[config.mk]
export PLATFORM = sky130hd
export DESIGN_NAME = dma_r_ami
export DESIGN_NICKNAME = d
export VERILOG_FILES = /design/src/rtl/dma_r_ami.sv
export SDC_FILE = /design/constraint.sdc
export NUM_CORES = 1
export LEC_CHECK = 0
export CORE_MARGIN = 1.5
export CORE_UTILIZATION = 35
export DETAILED_ROUTE_END_ITERATION = 12
export PLACE_DENSITY = 0.7
export SYNTH_ARGS = -nofsm -noshare
export SYNTH_HDL_FRONTEND = slang
export SYNTH_SLANG_ARGS = --single-unit
[constraint.sdc]
create_clock -name usr_clk -period 9.28 [get_ports usr_clk]
set_input_delay 1.392 -clock usr_clk [delete_from_list [all_inputs] [get_ports usr_clk]]
set_output_delay 1.392 -clock usr_clk [all_outputs]
set_load 0.02 [all_outputs]
[src/rtl/dma_r_ami.sv]
// dma_r_ami
//   Read-address / read-data engine between an AXI4 master read port and the
//   DMA read datapath. One {dmar_sa, dmar_len} command is accepted at a time
//   and split into INCR bursts of at most AXI_BL beats that never cross a
//   4 KB boundary. Up to OUTS bursts may be in flight. Read data is passed
//   straight through to the dma_r* stream; dma_rlast marks only the final
//   beat of the whole command.
//
// Optional feature: define DMA_R_AMI_RRESP_CHK_EN to enable the sticky
//   err_rresp flag (set after any R handshake with m_rresp[1]=1, cleared
//   only by reset). Without it m_rresp is ignored and err_rresp is 0.
//
// Ports
//   usr_clk, usr_reset        clock, synchronous active-high reset
//   dmar_valid/ready/sa/len   read command (sa low L bits ignored, len bytes)
//   dma_rdata/rlast/rvalid/rready   read data stream to the datapath
//   m_ar*                     AXI read address channel (id 0, INCR, full size)
//   m_r*                      AXI read data channel
//   err_rresp                 sticky read-response error flag
module dma_r_ami #(
    parameter int AXI_DW = 128,
    parameter int AXI_IW = 4,
    parameter int AXI_BL = 16,
    parameter int OUTS   = 4
) (
    input  logic              usr_clk,
    input  logic              usr_reset,
    input  logic              dmar_valid,
    output logic              dmar_ready,
    input  logic [31:0]       dmar_sa,
    input  logic [31:0]       dmar_len,
    output logic [AXI_DW-1:0] dma_rdata,
    output logic              dma_rlast,
    output logic              dma_rvalid,
    input  logic              dma_rready,
    output logic [AXI_IW-1:0] m_arid,
    output logic [31:0]       m_araddr,
    output logic [7:0]        m_arlen,
    output logic [2:0]        m_arsize,
    output logic [1:0]        m_arburst,
    output logic              m_arvalid,
    input  logic              m_arready,
    input  logic [AXI_DW-1:0] m_rdata,
    input  logic [1:0]        m_rresp,
    input  logic              m_rlast,
    input  logic              m_rvalid,
    output logic              m_rready,
    output logic              err_rresp
);

    localparam int BYTES = AXI_DW / 8;
    localparam int L     = $clog2(BYTES);
    localparam int AW    = 32 - L;
    localparam logic [3:0] OUTS_L = 4'(OUTS);

    typedef enum logic [1:0] {
        IDLE,
        ADDR,
        DRAIN
    } state_t;

    state_t      state;
    state_t      state_nxt;
    logic [AW-1:0] addr;
    logic [AW-1:0] addr_nxt;
    logic [32:0] rem;
    logic [32:0] rem_nxt;
    logic [3:0]  outs;
    logic [3:0]  outs_nxt;

    logic        busy;
    logic        ar_hs;
    logic        r_hs;
    logic        r_last_hs;
    logic [32:0] cmd_beats;
    logic [32:0] cur_b;
    logic [11:0] next_off;
    logic [12:0] page_left;
    logic [32:0] next_b;
    logic        unused_bits;

    assign busy      = (state != IDLE);
    assign ar_hs     = m_arvalid & m_arready;
    assign r_hs      = m_rvalid & m_rready;
    assign r_last_hs = r_hs & m_rlast;

    // Byte length rounded up to whole beats; 33 bits so len near 2^32 cannot wrap.
    assign cmd_beats = ({1'b0, dmar_len} + 33'(BYTES - 1)) >> L;

    // The burst currently on the AR bus; its size is recovered from m_arlen.
    assign cur_b = 33'(m_arlen) + 33'd1;

    // Command and read-data interfaces
    assign dmar_ready = (state == IDLE);
    assign dma_rdata  = m_rdata;
    assign dma_rvalid = m_rvalid & busy;
    assign m_rready   = dma_rready & busy;
    assign dma_rlast  = dma_rvalid & m_rlast & (state == DRAIN) & (outs == 4'd1);

    // Constant AR attributes
    assign m_arid    = '0;
    assign m_arsize  = 3'(L);
    assign m_arburst = 2'b01;

    // Next-state, next burst pointer and outstanding count
    always_comb begin
        state_nxt = state;
        addr_nxt  = addr;
        rem_nxt   = rem;
        case (state)
            IDLE: begin
                if (dmar_valid && (cmd_beats != '0)) begin
                    state_nxt = ADDR;
                    addr_nxt  = dmar_sa[31:L];
                    rem_nxt   = cmd_beats;
                end
            end
            ADDR: begin
                if (ar_hs) begin
                    addr_nxt = addr + AW'(cur_b);
                    rem_nxt  = rem - cur_b;
                    if (rem_nxt == '0) begin
                        state_nxt = DRAIN;
                    end
                end
            end
            DRAIN: begin
                if (dma_rlast && dma_rready) begin
                    state_nxt = IDLE;
                end
            end
            default: begin
                state_nxt = IDLE;
            end
        endcase

        outs_nxt = outs;
        if (ar_hs && !r_last_hs) begin
            outs_nxt = outs + 4'd1;
        end else if (!ar_hs && r_last_hs) begin
            outs_nxt = outs - 4'd1;
        end
    end

    // Size of the burst that starts at addr_nxt: limited by the remaining
    // beats, the burst length cap and the distance to the next 4 KB page.
    always_comb begin
        next_off  = 12'(32'(addr_nxt) << L);
        page_left = 13'd4096 - {1'b0, next_off};
        next_b    = rem_nxt;
        if (next_b > 33'(AXI_BL)) begin
            next_b = 33'(AXI_BL);
        end
        if (next_b > 33'(page_left >> L)) begin
            next_b = 33'(page_left >> L);
        end
    end

    always_ff @(posedge usr_clk) begin
        if (usr_reset) begin
            state <= IDLE;
        end else begin
            state <= state_nxt;
        end
    end

    // AR fields are registered from the next-cycle pointer, so they only move
    // on a command accept or an AR handshake and stay put while stalled.
    always_ff @(posedge usr_clk) begin
        if (usr_reset) begin
            addr      <= '0;
            rem       <= '0;
            outs      <= '0;
            m_arvalid <= 1'b0;
            m_araddr  <= '0;
            m_arlen   <= '0;
        end else begin
            addr      <= addr_nxt;
            rem       <= rem_nxt;
            outs      <= outs_nxt;
            m_arvalid <= (state_nxt == ADDR) && (outs_nxt < OUTS_L);
            m_araddr  <= 32'(addr_nxt) << L;
            m_arlen   <= (rem_nxt == '0) ? '0 : 8'(next_b - 33'd1);
        end
    end

`ifdef DMA_R_AMI_RRESP_CHK_EN
    always_ff @(posedge usr_clk) begin
        if (usr_reset) begin
            err_rresp <= 1'b0;
        end else if (r_hs && m_rresp[1]) begin
            err_rresp <= 1'b1;
        end
    end

    assign unused_bits = ^{dmar_sa[L-1:0], m_rresp[0]};
`else
    assign err_rresp   = 1'b0;
    assign unused_bits = ^{dmar_sa[L-1:0], m_rresp};
`endif

endmodule

# == Word-level counts from Yosys, hierarchy flattened ==
# Index checks and enable logic that the tools add are counted.
# W data, S select, Z words.
# totals
register_bits,80
input_bits,201
out_inout_bits,183
word_cells,58
# op_classes
add_sub_neg,8
magnitude_cmp,3
eq_ne,4
mux,15
n_bitwise,8
reduce_logical,13
# ops
cell,count
$mux W33,3
$logic_not A33 Y1,2
$pmux W33 S2,1
$mux W28,2
$pmux W28 S2,1
$add A32 B4 Y33 const B,1
$gt A33 B5 Y1 const B,1
$gt A33 B9 Y1,1
$reduce_bool A33 Y1,1
$sub A33 B9 Y33,1
$add A28 B9 Y28,1
$sub A13 B12 Y13 const A,1
$add A8 B1 Y9 const B,1
$and A1 B1 Y1,8
$mux W2,4
$mux W4,2
$mux W8,1
$sub A8 B1 Y8 const B,1
$pmux W2 S3,1
$logic_and A1 B1 Y1,5
$add A4 B1 Y4 const B,1
$eq A2 B1 Y1 const B,2
$eq A4 B1 Y1 const B,1
$lt A4 B3 Y1 const B,1
6 further kinds,7

# == Logic depth before layout (Yosys ltp) ==
# depth
ltp_word,10
ltp_mapped,34
depth_no_buf,33

# == Worst setup path after synthesis ==
# Ideal clock, no wire load.
# synth_timing
kind,in2reg
start,in dmar_len[3]
end,reg m_arlen[4]
setup_time_ps,116
t_arrival_ps,6896
required_ps,9164
path_slack_ps,2268
stages,28
path_buffers,2
cell_sequence,o41a_1 > nand3_2 > buf_6 > buf_8 > a211oi_1 > a211o_1 > a2111o_1 > a2111o_1 > nor3_2 > nand3_1 > or4_4 > nor4b_1 > nor2b_1 > ha_1 > nor2b_1 > o21a_1 > o21a_1 > o21a_1 > o21a_1 > o21a_1 > o21ai_0 > a21oi_1 > clkinv_1 > mux2i_1 > ha_1 > o311a_4 > nand4_1 > and3b_1
# synth_between
elab_chain_cells,10
elab_cells_between_ends,15
cone_classes,add/sub (3); order compare (2); mux (6); reduce/logical (4)
# synth_lines
element,line_no,source
from (decl),31,"input logic [31:0] dmar_len,"
$add A32 B4 Y33 (*),88,"assign cmd_beats = ({1'b0, dmar_len} + 33'(BYTES - 1)) >> L;"
$reduce_bool A33 Y1,112,if (dmar_valid && (cmd_beats != '0)) begin
$logic_and A1 B1 Y1,112,
$mux W33,112,
$pmux W33 S2,110,case (state)
$gt A33 B5 Y1,151,if (next_b > 33'(AXI_BL)) begin
$mux W33,151,
$gt A33 B9 Y1,154,if (next_b > 33'(page_left >> L)) begin
$mux W8,154,
$sub A8 B1 Y8,183,m_arlen <= (rem_nxt == '0) ? '0 : 8'(next_b - 33'd1);
to (signal assigned),183,
to (decl),38,"output logic [7:0] m_arlen,"
# Mark *: on every way between the ends. The rest lies on a longest branch, timed or not.
# A chain may end at the register's enable or synchronous reset.

# == Worst setup path after layout ==
# layout_timing
start,in dmar_len[4]
end,reg m_arlen[4]
# The elaborated chain is that of the path after synthesis.

==> flow_metrics.env <==
export IMPL_cp_end_kind="flop"
export IMPL_crit_path_top_delay_cell="or4_1"
export IMPL_r2r_end="m_arlen[4]"
export IMPL_fin_skew_ns=0.01301
export IMPL_grt_pass1_wl_um=43090
export IMPL_fp_coreArea_um2=23470
export IMPL_synth_distinct_cells=88
export IMPL_synth_seq_area_share_pct=18.19
export IMPL_finalWeightedCongestion=0.9893
export IMPL_cp_data_arrival_time_ns=8.59
export IMPL_seq_area_um2=1521
export IMPL_wire_per_inst_um=19.33
export IMPL_antenna_found_initial=0
export IMPL_drv_slew=0
export IMPL_die_h_um=157.6
export IMPL_clk_pin_slew_worst_paths_ns=0.07
export IMPL_synth_flop_cell="dfxtp_1"
export IMPL_ys_async_sr_fraction_pct=0
export IMPL_hold_class="reg -> reg"
export IMPL_start_util_pct=35.64
export IMPL_final_nets=1346
export IMPL_syn_avg_cell_area_um2=7.306
export IMPL_n_fill_cell=2454
export IMPL_io_buffers=107
export IMPL_postCtsResizedCells=0
export IMPL_netlist_instances=1145
export IMPL_start_kind="input port"
export IMPL_synth_edf_count=0
export IMPL_max_slew_margin_rel_pct=30.74
export IMPL_ys_seq_elements=76
export IMPL_fin_crit_ns=8.345
export IMPL_multi_input_area_um2=5478
export IMPL_antenna_cells=0
export IMPL_max_cap_violations=0
export IMPL_tightest_slew_ns=1.030
export IMPL_ios=384
export IMPL_r2r_slack_ns=1.17
export IMPL_h_tree_depth=3
export IMPL_drt_vias_per_instance=5.891
export IMPL_cts_sinks=76
export IMPL_rsz0062_at_grt="false"
export IMPL_pwr_density_cell_nw_per_um2=158.9
export IMPL_fin_area_um2=9079
export IMPL_cts_buffers=9
export IMPL_finalHoldViolCount=0
export IMPL_setup_viol=0
export IMPL_cp_max_fo=21
export IMPL_dieArea_um2=24840
export IMPL_ant_nets=0
export IMPL_cp_required_ns=9.53
export IMPL_grt_max_degree=69
export IMPL_cts_root_buf="clkbuf_16"
export IMPL_max_stage_delay_ns=0.63
export IMPL_post_dp_cell_area_um2=8773
export IMPL_synth_area_um2=8366
export IMPL_grt_util_all_layers_pct=22.24
export IMPL_timing_rr_start="m_arlen[0]"
export IMPL_post_cts_buffers=0
export IMPL_ys_warn_count=0
export IMPL_firstDrtPassIters=6
export IMPL_drive_gt1_share_pct=5.930
export IMPL_fin_crit_sh_pct=89.93
export IMPL_fmax_ghz=0.1198
export IMPL_hold_buffers=0
export IMPL_drt_iter0_markers=890
export IMPL_clkLatencyLatePin_ns=0.35
export IMPL_vias=8436
export IMPL_ctsLongestPathBuffers=2
export IMPL_p_leak_nw=3.375
export IMPL_irDropWorstVdd_mv=0.1151
export IMPL_finalSetupTns_ns=0
export IMPL_dp_final_hpwl_um=20550
export IMPL_syn_to_final_growth_pct=8.525
export IMPL_critPathKind="in -> reg"
export IMPL_outcome="finished, final reports clean"
export IMPL_hold_end="rem[18]"
export IMPL_die_w_um=157.6
export IMPL_critPathMostFrequentCell="o21a_1"
export IMPL_drc_errors=0
export IMPL_whs_path_depth=2
export IMPL_cts_tree="built"
export IMPL_grt_overflow_total=0
export IMPL_grt_pass1_vias=7976
export IMPL_reg2reg_depth=30
export IMPL_num_rows=56
export IMPL_hold_start="rem[18]"
export IMPL_wl_um=27680
per-stage QoR:
stage | util, % | std cells | hold slack [ns] | total power [W] | setup WS [ns]
after CTS | 38.68 | 1432 | 0.5201 | 0.001435 | 1.045
final | 38.68 | 1432 | 0.5161 | 0.001443 | 0.9348
after floorplan | - | 1161 | 0.4618 | 0.0009096 | 2.268
after global routing | 38.68 | 1432 | 0.5377 | 0.001522 | 0.6279
after detailed placement | 37.38 | 1416 | 0.5094 | 0.001053 | 0.7877
after global placement | 37.38 | 1416 | 0.5014 | 0.001049 | 0.8707
logic make-up (layout without fill, tap and decap cells):
family                   count (synthesis)  in the layout  share of synthesized area [%]
AND/OR/NAND/NOR                        444            444                          27.48
AO/OA/AOI/OAI                          270            270                          22.30
flip-flops                              76             76                          18.19
XOR/XNOR                                71             71                          7.613
adder cells (fa/ha/maj)                 37             37                          5.713
multiplexers                            12             12                          1.436
buffers and inverters                  233            185                          17.19
other                                    2             18                        0.08977
placed cells by master, fill, tap and decap left out, drive strengths merged, types with 15 or more instances in the layout:
cell	Yosys	layout
xor2	31	31
nand2	86	86
and2	15	15
inv	44	48
nor4	19	19
dfxtp	76	76
clkdlybuf4s50	0	106
ha	35	35
a21oi	76	76
and3	20	20
nand4	27	27
nor3	51	51
nand3	37	37
buf	154	18
conb	2	18
xnor2	40	40
nor2	116	116
o21ai	51	51
worst max-delay path by stage:
stage,end,depth (start not counted),start,slack (ns)
2_1_floorplan,m_arlen[4],28,dmar_len[3],2.27
3_3_place_gp,m_arlen[4],27,dmar_len[4],0.87
3_5_place_dp,m_arlen[4],27,dmar_len[3],0.79
4_1_cts,m_arlen[4],27,dmar_len[3],1.05
5_1_grt,m_arlen[4],28,dmar_len[4],0.63
6_report,m_arlen[4],27,dmar_len[4],0.93
per-layer routing:
metal / vias to the layer above / share of wire (%) / GRT usage [%]
li1: 3938 / - / -
met1: 3960 / 43 / 28.42
met2: 439 / 45 / 35.81
met3: 99 / 8.2 / 5.092
met4: 0 / 3.9 / 9.569
met5: - / 0 / 0
worst max-delay path, delay by kind of cell:
kind	cells	cell delay [ns]
buf+inv	2	0.68
simple gates	12	3.66
compound gates	10	2.06
fa+ha+maj	2	0.51
mux	1	0.27
synth_stat cells, drive strengths merged, types with 15 or more instances:
master  count  area share (%)
nor3       51             3.2
clkbuf     34             1.5
nand3      37             2.3
inv        44             2.0
xnor2      40             4.4
nand4      27             2.1
xor2       31             3.2
and3       20             1.5
nor4       19             1.7
o21ai      51             3.1
nor2      116             5.3
dfxtp      76              18
buf       154              14
a21oi      76             4.5
and2       15             1.1
nand2      86             3.9
ha         35             5.2
registers in the layout, summed over array words and instances (netlist names):
name	cells
rem	33
addr	28
m_arlen	8
outs	4
state	2
m_arvalid	1
where the power goes:
part | switching, W | internal [W] | total [W]
Combinational | 0.000404 | 0.000265 | 0.000669
Sequential | 0.0000418 | 0.000355 | 0.000397
Clock | 0.000164 | 0.000212 | 0.000377
Total | 0.000611 | 0.000832 | 0.00144
layout make-up:
class                      instances  share of cell area, %
inverter                          45                  1.861
multi-input combinational        852                  60.34
clock inverter                     7                 0.8820
tap                              319                  4.396
timing repair buffer             124                  13.29
sequential                        76                  16.76
clock buffer                       9                  2.481
No activity file was read; power rests on OpenSTA's default activity.
